### src/rtl/uart_rx_if.sv
// Receive-side character bus of the 16550 UART: one delivered character plus
// its status flags, from the receive engine to the RX FIFO / LSR logic.
interface uart_rx_if #(
    parameter int DATA_WIDTH = 8
);
    logic [DATA_WIDTH-1:0] rx_data;
    logic                  rx_valid;
    logic                  parity_err;
    logic                  framing_err;
    logic                  break_int;
    logic                  rx_busy;

    modport master (
        output rx_data, rx_valid, parity_err, framing_err, break_int, rx_busy
    );

    modport slave (
        input rx_data, rx_valid, parity_err, framing_err, break_int, rx_busy
    );
endinterface

### src/rtl/uart_rx.sv
// 16550 serial receive engine: synchronizes rxd, validates the start bit and
// samples each bit at mid-cell using the 16x sample_tick from baud_gen.
module uart_rx #(
    parameter int DATA_WIDTH  = 8,
    parameter int SYNC_STAGES = 2
) (
    input  logic       clk,
    input  logic       reset,
    input  logic       rxd,
    input  logic       sample_tick,
    input  logic       active,
    input  logic [1:0] wls,
    input  logic       pen,
    input  logic       eps,
    input  logic       sp,
    uart_rx_if.master  rx_if
);

    typedef enum logic [2:0] {
        IDLE,
        START,
        DATA,
        PARITY,
        STOP,
        WAIT_MARK
    } state_t;

    state_t state, state_next;

    logic [SYNC_STAGES-1:0] sync_q;
    logic                   rxs;
    logic [3:0]             tick_cnt;
    logic [2:0]             bit_cnt;
    logic [1:0]             wls_q;
    logic                   pen_q, eps_q, sp_q;
    logic [DATA_WIDTH-1:0]  shift_q;
    logic                   par_q;
    logic                   sample_data, sample_par, sample_stop;
    logic                   counting, last_bit, exp_par;
    logic [DATA_WIDTH-1:0]  rx_data_q;
    logic                   rx_valid_q, parity_err_q, framing_err_q, break_int_q;

    assign rxs      = sync_q[SYNC_STAGES-1];
    assign last_bit = (bit_cnt == (3'd4 + {1'b0, wls_q}));
    assign counting = (state == START) || (state == DATA) ||
                      (state == PARITY) || (state == STOP);
    assign exp_par  = sp_q ? ~eps_q : (eps_q ? ^shift_q : ~^shift_q);

    // Synchronizer resets to mark so reset never looks like a start bit
    always_ff @(posedge clk) begin
        if (reset)
            sync_q <= '1;
        else
            sync_q <= {sync_q[SYNC_STAGES-2:0], rxd};
    end

    always_ff @(posedge clk) begin
        if (reset)
            state <= IDLE;
        else
            state <= state_next;
    end

    always_comb begin
        state_next  = state;
        sample_data = 1'b0;
        sample_par  = 1'b0;
        sample_stop = 1'b0;
        if (!active) begin
            state_next = IDLE;
        end else if (sample_tick) begin
            case (state)
                IDLE:      if (!rxs) state_next = START;
                START:     if (tick_cnt == 4'd7) state_next = rxs ? IDLE : DATA;
                DATA: begin
                    if (tick_cnt == 4'd15) begin
                        sample_data = 1'b1;
                        if (last_bit) state_next = pen_q ? PARITY : STOP;
                    end
                end
                PARITY: begin
                    if (tick_cnt == 4'd15) begin
                        sample_par = 1'b1;
                        state_next = STOP;
                    end
                end
                STOP: begin
                    if (tick_cnt == 4'd15) begin
                        sample_stop = 1'b1;
                        state_next  = rxs ? IDLE : WAIT_MARK;
                    end
                end
                WAIT_MARK: if (rxs) state_next = IDLE;
                default:   state_next = IDLE;
            endcase
        end
    end

    // Counter clear on state entry is placed last so it overrides the increments
    always_ff @(posedge clk) begin
        if (reset) begin
            tick_cnt      <= '0;
            bit_cnt       <= '0;
            wls_q         <= '0;
            pen_q         <= 1'b0;
            eps_q         <= 1'b0;
            sp_q          <= 1'b0;
            shift_q       <= '0;
            par_q         <= 1'b0;
            rx_data_q     <= '0;
            rx_valid_q    <= 1'b0;
            parity_err_q  <= 1'b0;
            framing_err_q <= 1'b0;
            break_int_q   <= 1'b0;
        end else begin
            rx_valid_q <= 1'b0;
            if (counting && sample_tick)
                tick_cnt <= tick_cnt + 4'd1;
            if (sample_data) begin
                shift_q[bit_cnt] <= rxs;
                bit_cnt          <= bit_cnt + 3'd1;
            end
            if (sample_par)
                par_q <= rxs;
            if (state_next != state) begin
                tick_cnt <= '0;
                bit_cnt  <= '0;
            end
            if (state == IDLE && state_next == START) begin
                wls_q   <= wls;
                pen_q   <= pen;
                eps_q   <= eps;
                sp_q    <= sp;
                shift_q <= '0;
                par_q   <= 1'b0;
            end
            if (sample_stop) begin
                rx_valid_q    <= 1'b1;
                rx_data_q     <= shift_q;
                parity_err_q  <= pen_q & (par_q != exp_par);
                framing_err_q <= ~rxs;
                break_int_q   <= ~rxs & ~(|shift_q) & ~(pen_q & par_q);
            end
        end
    end

    assign rx_if.rx_data     = rx_data_q;
    assign rx_if.rx_valid    = rx_valid_q;
    assign rx_if.parity_err  = parity_err_q;
    assign rx_if.framing_err = framing_err_q;
    assign rx_if.break_int   = break_int_q;
    assign rx_if.rx_busy     = (state != IDLE);

endmodule
### src/flat_wrapper.sv
// flat-port wrapper written by rule: the top's interface ports become plain ports
module uart_rx_flat 
#(
    parameter int DATA_WIDTH  = 8,
    parameter int SYNC_STAGES = 2
)
  (clk, reset, rxd, sample_tick, active, wls, pen, eps, sp, rx_if_rx_data, rx_if_rx_valid, rx_if_parity_err, rx_if_framing_err, rx_if_break_int, rx_if_rx_busy);
  uart_rx_if #(.DATA_WIDTH(DATA_WIDTH)) rx_if_i ();
  input  logic clk;
  input  logic reset;
  input  logic rxd;
  input  logic sample_tick;
  input  logic active;
  input  logic [1:0] wls;
  input  logic pen;
  input  logic eps;
  input  logic sp;
  output wire logic [$bits(rx_if_i.rx_data)-1:0] rx_if_rx_data;
  output wire logic [$bits(rx_if_i.rx_valid)-1:0] rx_if_rx_valid;
  output wire logic [$bits(rx_if_i.parity_err)-1:0] rx_if_parity_err;
  output wire logic [$bits(rx_if_i.framing_err)-1:0] rx_if_framing_err;
  output wire logic [$bits(rx_if_i.break_int)-1:0] rx_if_break_int;
  output wire logic [$bits(rx_if_i.rx_busy)-1:0] rx_if_rx_busy;
  assign rx_if_rx_data = rx_if_i.rx_data;
  assign rx_if_rx_valid = rx_if_i.rx_valid;
  assign rx_if_parity_err = rx_if_i.parity_err;
  assign rx_if_framing_err = rx_if_i.framing_err;
  assign rx_if_break_int = rx_if_i.break_int;
  assign rx_if_rx_busy = rx_if_i.rx_busy;
  uart_rx #(.DATA_WIDTH(DATA_WIDTH), .SYNC_STAGES(SYNC_STAGES)) u_core (.clk(clk), .reset(reset), .rxd(rxd), .sample_tick(sample_tick), .active(active), .wls(wls), .pen(pen), .eps(eps), .sp(sp), .rx_if(rx_if_i));
endmodule
### config.mk
export PLATFORM = sky130hd
export DESIGN_NAME = uart_rx_flat
export DESIGN_NICKNAME = d
export VERILOG_FILES = /design/src/rtl/uart_rx_if.sv /design/src/rtl/uart_rx.sv /design/src/flat_wrapper.sv
export SDC_FILE = /design/constraint.sdc
export NUM_CORES = 1
export LEC_CHECK = 0
export ABC_AREA = 1
export CORE_ASPECT_RATIO = 0.75
export CORE_MARGIN = 5
export CORE_UTILIZATION = 59
export CTS_CLUSTER_DIAMETER = 120
export DETAILED_ROUTE_END_ITERATION = 10
export PLACE_DENSITY = 0.95
export SYNTH_ARGS = -nofsm -noshare
export SYNTH_HDL_FRONTEND = slang
export SYNTH_SLANG_ARGS = --single-unit
### constraint.sdc
create_clock -name clk -period 2.5 [get_ports clk]
set_input_delay 0.625 -clock clk [delete_from_list [all_inputs] [get_ports clk]]
set_output_delay 0.625 -clock clk [all_outputs]
set_load 0.01 [all_outputs]
## Word level (Yosys, flattened, before mapping)

Cells that the tools add are included.

- Register bits after elaboration: 38
- Bits in latches: 0
- Memory bits (writable): 0
- Bits in read-only memories: 0
- Input port bits: 10
- Output and inout port bits: 13
- Logic and storage cells: 81
- Memories: 0

- Add/subtract/negate cells: 3
- $mul: 0
- Divide/modulo/power cells: 0
- $lt $le $gt $ge: 2
- Equality and inequality tests: 11
- Shift-type cells: 0
- Multiplexer cells: 29
- Bitwise logic cells: 8
- Reductions and logical operators: 13

Operators by type and width:

| operator | count |
|---|---|
| two-way mux 3 bit | 11 |
| one-hot mux 3 bit (6 select lines) | 1 |
| two-way mux 1 bit | 14 |
| bitwise mux 8 bit | 1 |
| OR reduction 8 bit | 1 |
| XNOR reduction 8 bit | 1 |
| XOR reduction 8 bit | 1 |
| == test 3 x 1 -> 1 bit (second input constant) | 2 |
| == test 3 x 2 -> 1 bit (second input constant) | 2 |
| == test 3 bit (second input constant) | 2 |
| adder 4 x 1 -> 4 bit (second input constant) | 1 |
| bitwise AND 1 bit | 4 |
| == test 4 x 3 -> 1 bit (second input constant) | 1 |
| == test 4 bit (second input constant) | 1 |
| < comparator 3 x 4 -> 1 bit (second input constant) | 1 |
| inverter 1 bit | 4 |
| OR reduction 2 bit | 2 |
| adder 3 x 1 -> 3 bit (second input constant) | 1 |
| adder 3 x 2 -> 3 bit (first input constant) | 1 |
| demux 1 bit (select 3 bit) | 1 |
| == test 3 bit | 1 |
| >= comparator 3 x 1 -> 1 bit (second input constant) | 1 |
| logical AND 1 bit | 3 |
| logical NOT 3 bit | 1 |
| 5 further kinds | 7 |

## Depth between registers and ports, before layout

Gate-level depths: netlist of run 1.

- Depth after elaboration: 10
- Depth in mapped cells: 14

## Worst setup path after synthesis of run 1

Ideal clock, no wire load.

- Kind: reg-to-reg
- Start: register u_core.tick_cnt[0]
- End: register u_core.bit_cnt[1]
- Setup time: 119 ps
- Arrival time: 1,509 ps
- Data required time: 2,381 ps
- Path slack: 872 ps
- Stages on the path, launching flop included: 11
- Clock period less this slack: 1,628 ps
- Path through: dfxtp_1 ha_1 nand3_2 nor2_1 inv_1 o21ai_0 nand3_1 a21oi_1 nor2_4 nand2_4 nor2_2

- Longest elaborated chain between the ends: 7
- Elaborated cells on any way between the ends: 15
- Classes of those cells: 3 x eq/ne; 11 x mux; 1 x reduce/logical

RTL lines:

| what | RTL line | RTL |
|---|---|---|
| start: declaration | uart_rx.sv:32 | `logic [3:0] tick_cnt;` |
| start signal: assignment | uart_rx.sv:118 | `tick_cnt <= tick_cnt + 4'd1;` |
| == test 4 bit or == test 4 x 3 -> 1 bit (tied branches) | - |  |
| two-way mux 3 bit, on equally long branches | - |  |
| one-hot mux 3 bit (6 select lines) | uart_rx.sv:72 | `case (state)` |
| two-way mux 3 bit | uart_rx.sv:71 | `end else if (sample_tick) begin` |
| two-way mux 3 bit | uart_rx.sv:69 | `if (!active) begin` |
| inequality test 3 bit | uart_rx.sv:125 | `if (state_next != state) begin` |
| OR reduction 2 bit (no line) | - |  |
| end signal: assignment | uart_rx.sv:121 | `bit_cnt <= bit_cnt + 3'd1;` |
| end: declaration | uart_rx.sv:33 | `logic [2:0] bit_cnt;` |

Parallel ways exist; a longest one is shown, timed or not.
A chain may end at the register's enable or synchronous reset.

## Worst setup path in the final report of run 1

- Start: register u_core.state[0]
- End: output port rx_if_rx_busy

- Longest elaborated chain between the ends: 1

RTL lines:

| what | RTL line | RTL |
|---|---|---|
| start: declaration | uart_rx.sv:28 | `state_t state, state_next;` |
| start signal: assignment | uart_rx.sv:61 | `state <= state_next;` |
| nonzero test 3 bit | uart_rx.sv:152 | `assign rx_if.rx_busy = (state != IDLE);` |
| end: declaration | flat_wrapper.sv:23 | `output wire logic [$bits(rx_if_i.rx_busy)-1:0] rx_if_rx_busy;` |

Every way passes these cells.

==> impl_metrics.csv, run 1 <==
group,metric,value,unit
finish,fillerInstances,274,
pwr,pwr-share-seq,55.3,%
grt,grt_pass1_vias,1666,
sta,finalCriticalPeriod,2.353,ns
pwr,finalPower,1.127,mW
pwr,p_leak,0.9562,nW
setup_path,critical_path.endpoint_type,"output pin",
routing,via_per_inst,5.477,
routing,dr.pass1.iters,5,
grt,grt.total_usage,19.63,%
yosys,synth_seq_cells,38,
yosys,synth.distinct_cells,28,
routing,wirelength,4.407,mm
clocking,cts_made_buffers,5,
setup_path,r2r_cells,10,
die,io_pins,23,
sta,tns,0,ns
yosys,syn_area,0.001969,mm^2
die,die_w,76.71,um
sta,report.final.slew_viol_count,0,
finish,area_growth_syn_to_layout,17.60,%
clocking,cts-root-buf,"clkbuf_8",
setup_path,cp_top_family,"buffers and inverters",
pwr,power_density,486.5,mW/mm^2
pwr,switching_share,25.18,%
routing,routed-via-count,1802,
outcome,status,"finished, final reports clean",
setup_path,crit_chain,"inv_2, nand2_2, nor2_4, inv_1, clkdlybuf4s50_1",
sta,worst_slew_pin_slew,0.4329,ns
die,die_y,60.04,um
clocking,cts_hold_buf,0,
sta,slew_headroom,71.03,%
clocking,cts.repair.resized,0,
worst_hold_path,hold_path_startpoint,"u_core.sync_q[0]",
setup_path,slowest_delay,0.53,ns
clocking,clk_path_buf_depth,2,
placed_design,portBuffers,22,
setup_path,cp_max_fo,7,
finish,postLayoutCellArea,0.002316,mm^2
setup_path,worstPathRequired,1.88,ns
finish,layout-drive-gt1-share,14.19,%
pwr,comb_power_share,9.4,%
pwr,p_int,0.8430,mW
clocking,cts_sinks,38,
yosys,syn_area_per_cell,7.517,um^2
yosys,ys_seq_area_share,38.63,%
sta,worst_slack,0.1470,ns
routing,drc_errors,0,
pwr,power_switching,0.2838,mW
setup_path,crit_arrival,1.73,ns
setup_path,crit_slowest_cell,"clkdlybuf4s50_1",
yosys,synth.area.top_cells,"dfxtp_1 (39%), nand2_1 (8.4%), a21oi_1 (7.4%)",
clocking,cts.clk_slew.worst_paths,0.07,ns
yosys,synthesis.nets,278,
routing,drtIter0Drc,121,
placed_design,dp.final_hpwl,3.335,mm
job,max_cap_viol_count,0,
clocking,clk_latency,0.30,ns
sta,fmax,425.0,MHz
clocking,cts_tree,"yes",
finish,n_antenna_cell,0,
yosys,synth_cells,262,
die,start_util,60.73,%
sta,skew,0.008497,ns
sta,fin_crit_sh,94.12,%
grt,grt_first_pass_wirelength,7.162,mm
pwr,clockPowerShare,35.3,%
placed_design,dpl_cell_area,0.002237,mm^2
die,num_rows,18,
setup_path,critPathLaunchType,"flip-flop",
yosys,yosys_warnings,0,
placed_design,dp_slack,0.2562,ns
worst_hold_path,hp-class,"flip-flop to flip-flop",
worst_hold_path,whs_path_depth,1,
die,coreArea,0.003243,mm^2
setup_path,crit_buf_inv,3,
yosys,synth_top_area_share,38.63,%
sta,fin_hold_ws,0.4440,ns
clocking,htree_levels,2,
setup_path,rrSetupSlack,0.60,ns
clocking,cts_setup_buffers,0,
finish,final_nets,305,
setup_path,reg2reg_to,"u_core.bit_cnt[1]",
yosys,synth_top_area_cell,"dfxtp_1",
sta,grt_setup_unrepaired,"no",
grt,grt-ovfl-total,0,
placed_design,gp_congestion,0.9129,
sta,hold_viol_final,0,
routing,wl_per_cell,13.40,um
grt,antenna_found_initial,0,
grt,grt_max_degree,19,
setup_path,rr_startpoint,"u_core.tick_cnt[0]",
sta,setup_viol,0,
pwr,vdd_ir_drop_max,437.6,uV
setup_path,critPathKind,"flip-flop to output pin",
routing,final_antenna_net_count,0,
die,die_area,0.004605,mm^2
worst_hold_path,holdPathEnd,"u_core.sync_q[1]",
[state kept, by name (all words and copies together) (netlist names)]
name / cells
u_core.par_q: 1
u_core.rx_if.break_int: 1
u_core.state: 3
u_core.shift_q: 8
u_core.sync_q: 2
u_core.eps_q: 1
u_core.tick_cnt: 4
u_core.rx_if.framing_err: 1
u_core.rx_if.rx_valid: 1
u_core.wls_q: 2
u_core.rx_if.rx_data: 8
u_core.sp_q: 1
u_core.rx_if.parity_err: 1
u_core.bit_cnt: 3
u_core.pen_q: 1
[power by group through the flow]
stage	logic, mW	registers [mW]	clock network, mW
after floorplan	0.0709	0.632	0
after global placement	0.101	0.636	0
after detailed placement	0.104	0.637	0
after CTS	0.104	0.623	0.405
after global routing	0.113	0.624	0.438
final	0.105	0.624	0.398
[how the worst max path moves through the flow]
stage,cells after the start,startpoint,to
6_report,5,u_core.state[0],rx_if_rx_busy
5_1_grt,5,u_core.state[0],rx_if_rx_busy
4_1_cts,5,u_core.state[0],rx_if_rx_busy
3_5_place_dp,8,active,u_core.shift_q[5]
3_3_place_gp,8,active,u_core.shift_q[3]
2_1_floorplan,10,u_core.tick_cnt[0],u_core.bit_cnt[1]
[logic make-up (layout without fill, tap and decap cells)]
| logic type | Yosys count | after routing | synth area share (%) |
|---|---|---|---|
| flip-flops | 38 | 38 | 38.63 |
| XOR/XNOR | 8 | 8 | 3.558 |
| AND/OR/NAND/NOR | 118 | 118 | 31.77 |
| multiplexers | 1 | 1 | 0.5083 |
| adder cells (fa/ha/maj) | 6 | 6 | 3.812 |
| AO/OA/AOI/OAI | 50 | 50 | 13.41 |
| buffers and inverters | 41 | 68 | 8.323 |
[cells in the mapped netlist]
cell / count
o21ai_1: 1
nand3_2: 4
a21boi_0: 1
nor2_1: 23
nor2_2: 7
or2_2: 2
mux2i_1: 1
nand4_1: 11
xor2_1: 8
nor3_1: 1
inv_2: 3
nor3_2: 1
o21ai_0: 15
nand2_4: 2
nand3_1: 12
dfxtp_1: 38
nand3_4: 2
ha_1: 6
inv_1: 32
buf_6: 1
nor2_4: 4
clkbuf_1: 3
nand2_1: 44
o31ai_1: 3
nand2_2: 5
buf_2: 2
a211o_1: 1
a21oi_1: 29
[layout by cell type, fill, tap and decap left out, drive strengths merged, types with 8 or more instances in the layout]
cell type,Yosys,layout
inv,35,35
nor2,34,34
dfxtp,38,38
nand2,51,51
o21ai,16,16
xor2,8,8
nand3,18,18
a21oi,29,29
clkdlybuf4s50,0,22
nand4,11,11
[final cells by class]
type | instances | area (um^2) | area share, %
inverters | 35 | 131.4 | 5.673
well taps | 40 | 50.05 | 2.161
clock inverters | 2 | 10.01 | 0.4322
repair buffers | 26 | 250.2 | 10.80
flip-flops and latches | 38 | 760.7 | 32.85
multi-input cells | 183 | 1045 | 45.11
clock buffers | 5 | 68.82 | 2.971
[routing by layer]
metal / up-vias / track usage (%) / share of wire [%] / routed length [um]
met4: 0 / 8.479 / 1.8 / 78
met3: 13 / 4.518 / 6.7 / 296
met2: 65 / 33.25 / 46 / 2047
met5: - / 0 / 0 / 0
met1: 814 / 24.28 / 45 / 1985
li1: 910 / - / - / -
[worst register-to-register path, delay by kind of cell, from the launching register on]
| family | cells | cell delay [ns] |
|---|---|---|
| simple gates | 6 | 0.71 |
| compound gates | 2 | 0.42 |
| flops | 1 | 0.37 |
| fa+ha+maj | 1 | 0.23 |
| buf+inv | 1 | 0.07 |
[through the flow]
stage | cells | utilization [%]
CTS | 329 | 71.41
floorplan | 262 | -
global route | 329 | 71.41
global placement | 322 | 68.98
detailed placement | 322 | 68.98
finish | 329 | 71.41
Note: power is estimated with default switching activity, not from simulation.
==> run 2, diff against run 1 <==
--- a/config.mk
+++ b/config.mk
@@ -6,10 +6,12 @@
 export NUM_CORES = 1
 export LEC_CHECK = 0
 export ABC_AREA = 1
+export CAP_MARGIN = 30
 export CORE_ASPECT_RATIO = 0.75
 export CORE_MARGIN = 5
 export CORE_UTILIZATION = 59
 export CTS_CLUSTER_DIAMETER = 120
+export CTS_CLUSTER_SIZE = 14
 export DETAILED_ROUTE_END_ITERATION = 10
 export PLACE_DENSITY = 0.95
 export SYNTH_ARGS = -nofsm -noshare
==> results of run 2 <==
Final layout, timing and power as in run 1 (identical DEF).
==> run 3, diff against run 2 <==
--- a/config.mk
+++ b/config.mk
@@ -9,11 +9,11 @@
 export CAP_MARGIN = 30
 export CORE_ASPECT_RATIO = 0.75
 export CORE_MARGIN = 5
-export CORE_UTILIZATION = 59
+export CORE_UTILIZATION = 55
 export CTS_CLUSTER_DIAMETER = 120
 export CTS_CLUSTER_SIZE = 14
 export DETAILED_ROUTE_END_ITERATION = 10
-export PLACE_DENSITY = 0.95
+export PLACE_DENSITY = 0.91
 export SYNTH_ARGS = -nofsm -noshare
 export SYNTH_HDL_FRONTEND = slang
 export SYNTH_SLANG_ARGS = --single-unit
==> constraint.sdc (replaced) <==
create_clock -name clk -period 2.69 [get_ports clk]
set_input_delay 0.6725 -clock clk [delete_from_list [all_inputs] [get_ports clk]]
set_output_delay 0.6725 -clock clk [all_outputs]
set_load 0.01 [all_outputs]
==> run 3 against run 2 <==
Global-route usage is 0.86 points lower. Setup slack better by 0.20 ns. Die area is 6.2% higher. Final area is 0.70% higher. Critical path depth stayed put. Register-to-register slack better by 0.20 ns. Non-clock buffer count stayed put. Count of clock-buffer cells in the layout is 1 higher. Worst hold slack worse by 0.024 ns. Cell count is 0.30% higher. Sequential share of layout area is 0.23 points lower. Wire length is 6.7% lower.
==> impl_metrics.csv, run 3 (synthesis results as in run 1) <==
group,metric,value,unit
outcome,status,"finished, final reports clean",
die,coreArea,0.003378,mm^2
routing,wl_per_cell,12.46,um
pwr,vdd_ir_drop_max,298.4,uV
clocking,htree_levels,2,
routing,routed-via-count,1781,
finish,final_nets,305,
pwr,finalPower,1.083,mW
setup_path,slowest_delay,0.52,ns
setup_path,critPathKind,"flip-flop to output pin",
setup_path,critical_path.endpoint_type,"output pin",
grt,antenna_found_initial,0,
clocking,cts-root-buf,"clkbuf_8",
die,die_y,61.82,um
routing,drc_errors,0,
routing,wirelength,4.113,mm
grt,grt.total_usage,18.78,%
die,die_area,0.004890,mm^2
clocking,cts.repair.resized,0,
routing,final_antenna_net_count,0,
sta,finalCriticalPeriod,2.342,ns
routing,drtIter0Drc,99,
sta,skew,0.005550,ns
pwr,power_density,464.4,mW/mm^2
die,die_w,79.10,um
die,start_util,58.30,%
finish,n_antenna_cell,0,
die,io_pins,23,
clocking,cts.clk_slew.worst_paths,0.07,ns
finish,final_cell_mix,"nand2_1 (44), dfxtp_1 (38), inv_1 (32)",
finish,layout_commonest_cell,"nand2_1",
routing,via_per_inst,5.397,
grt,grt_first_pass_wirelength,7.065,mm
die,num_rows,18,
grt,grt_pass1_vias,1628,
sta,setup_viol,0,
sta,fin_crit_sh,87.07,%
clocking,cts_tree,"yes",
pwr,p_leak,0.9596,nW
worst_hold_path,hp-class,"flip-flop to flip-flop",
sta,tns,0,ns
sta,fin_hold_ws,0.4197,ns
placed_design,portBuffers,22,
placed_design,dp.final_hpwl,3.181,mm
sta,fmax,427.0,MHz
setup_path,critPathLaunchType,"flip-flop",
clocking,cts_sinks,38,
sta,report.final.slew_viol_count,0,
clocking,clk_path_buf_depth,2,
setup_path,crit_arrival,1.67,ns
sta,grt_setup_unrepaired,"no",
sta,hold_viol_final,0,
finish,area_growth_syn_to_layout,18.42,%
clocking,cts_setup_buffers,0,
finish,fillerInstances,284,
placed_design,gp_congestion,0.8967,
clocking,clk_latency,0.30,ns
routing,dr.pass1.iters,4,
sta,slew_headroom,71.49,%
setup_path,worstPathRequired,2.02,ns
setup_path,crit_chain,"inv_2, nand2_2, nor2_4, inv_1, clkdlybuf4s50_1",
grt,grt_max_degree,19,
grt,grt-ovfl-total,0,
finish,layout-drive-gt1-share,14.48,%
setup_path,crit_slowest_cell,"clkdlybuf4s50_1",
setup_path,cp_max_fo,7,
finish,multi_input_area,0.001045,mm^2
clocking,cts_made_buffers,5,
sta,worst_slew_pin_slew,0.4261,ns
job,max_cap_viol_count,0,
finish,seq_area,760.7,um^2
clocking,cts_hold_buf,0,
## run 3: cell types whose count changed in the layout (fill, tap and decap cells not counted)
cell and change:
clkinvlp_4 +1, clkinv_2 -1, clkbuf_8 +1
## run 3: critical path, delay by kind of cell, from the launching register on
family	cells	cell delay [ns]
DFF	1	0.49
buffers and inverters	3	0.73
and+or+nand+nor	2	0.16
## run 3: where the power goes
group / internal (mW) / leakage, nW / switching (mW)
registers: 0.570 / 0.307 / 0.00874
clock network: 0.206 / 0.0472 / 0.203
logic: 0.0395 / 0.605 / 0.0561
## run 3: routing by layer
layer	track usage [%]	routed length, um	vias to the layer above
li1	-	-	914
met1	24.80	1926	795
met2	28.78	1782	62
met3	4.467	319	10
met4	10.54	85	0
met5	0	0	-
## run 3: through the flow
stage               worst slack (ns)  instances  area, um^2  utilization (%)
finish                        0.3478        330        2332            69.04
global route                  0.2508        330        2332            69.04
CTS                           0.3494        330        2332            69.04
detailed placement            0.3950        322        2237            66.22
global placement              0.4372        322        2237            66.22
floorplan                      1.062        262        1969                -
## run 3: cell type report
type                       count  share of cell area, %
multi-input combinational    183                  44.80
clock buffer                   6                  3.541
tap                           40                  2.146
timing repair buffer          26                  10.73
inverter                      35                  5.633
clock inverter                 2                 0.5365
sequential                    38                  32.62
## run 3: path summary, 6_finish.rpt
path / startpoint / endpoint / slack [ns] / cells after the start
setup / recovery: u_core.state[0] / rx_if_rx_busy / 0.35 / 5
hold / removal: u_core.sync_q[0] / u_core.sync_q[1] / 0.42 / 1
setup reg to reg: u_core.tick_cnt[0] / u_core.bit_cnt[1] / 0.80 / 10
hold reg to reg: u_core.sync_q[0] / u_core.sync_q[1] / 0.42 / 1
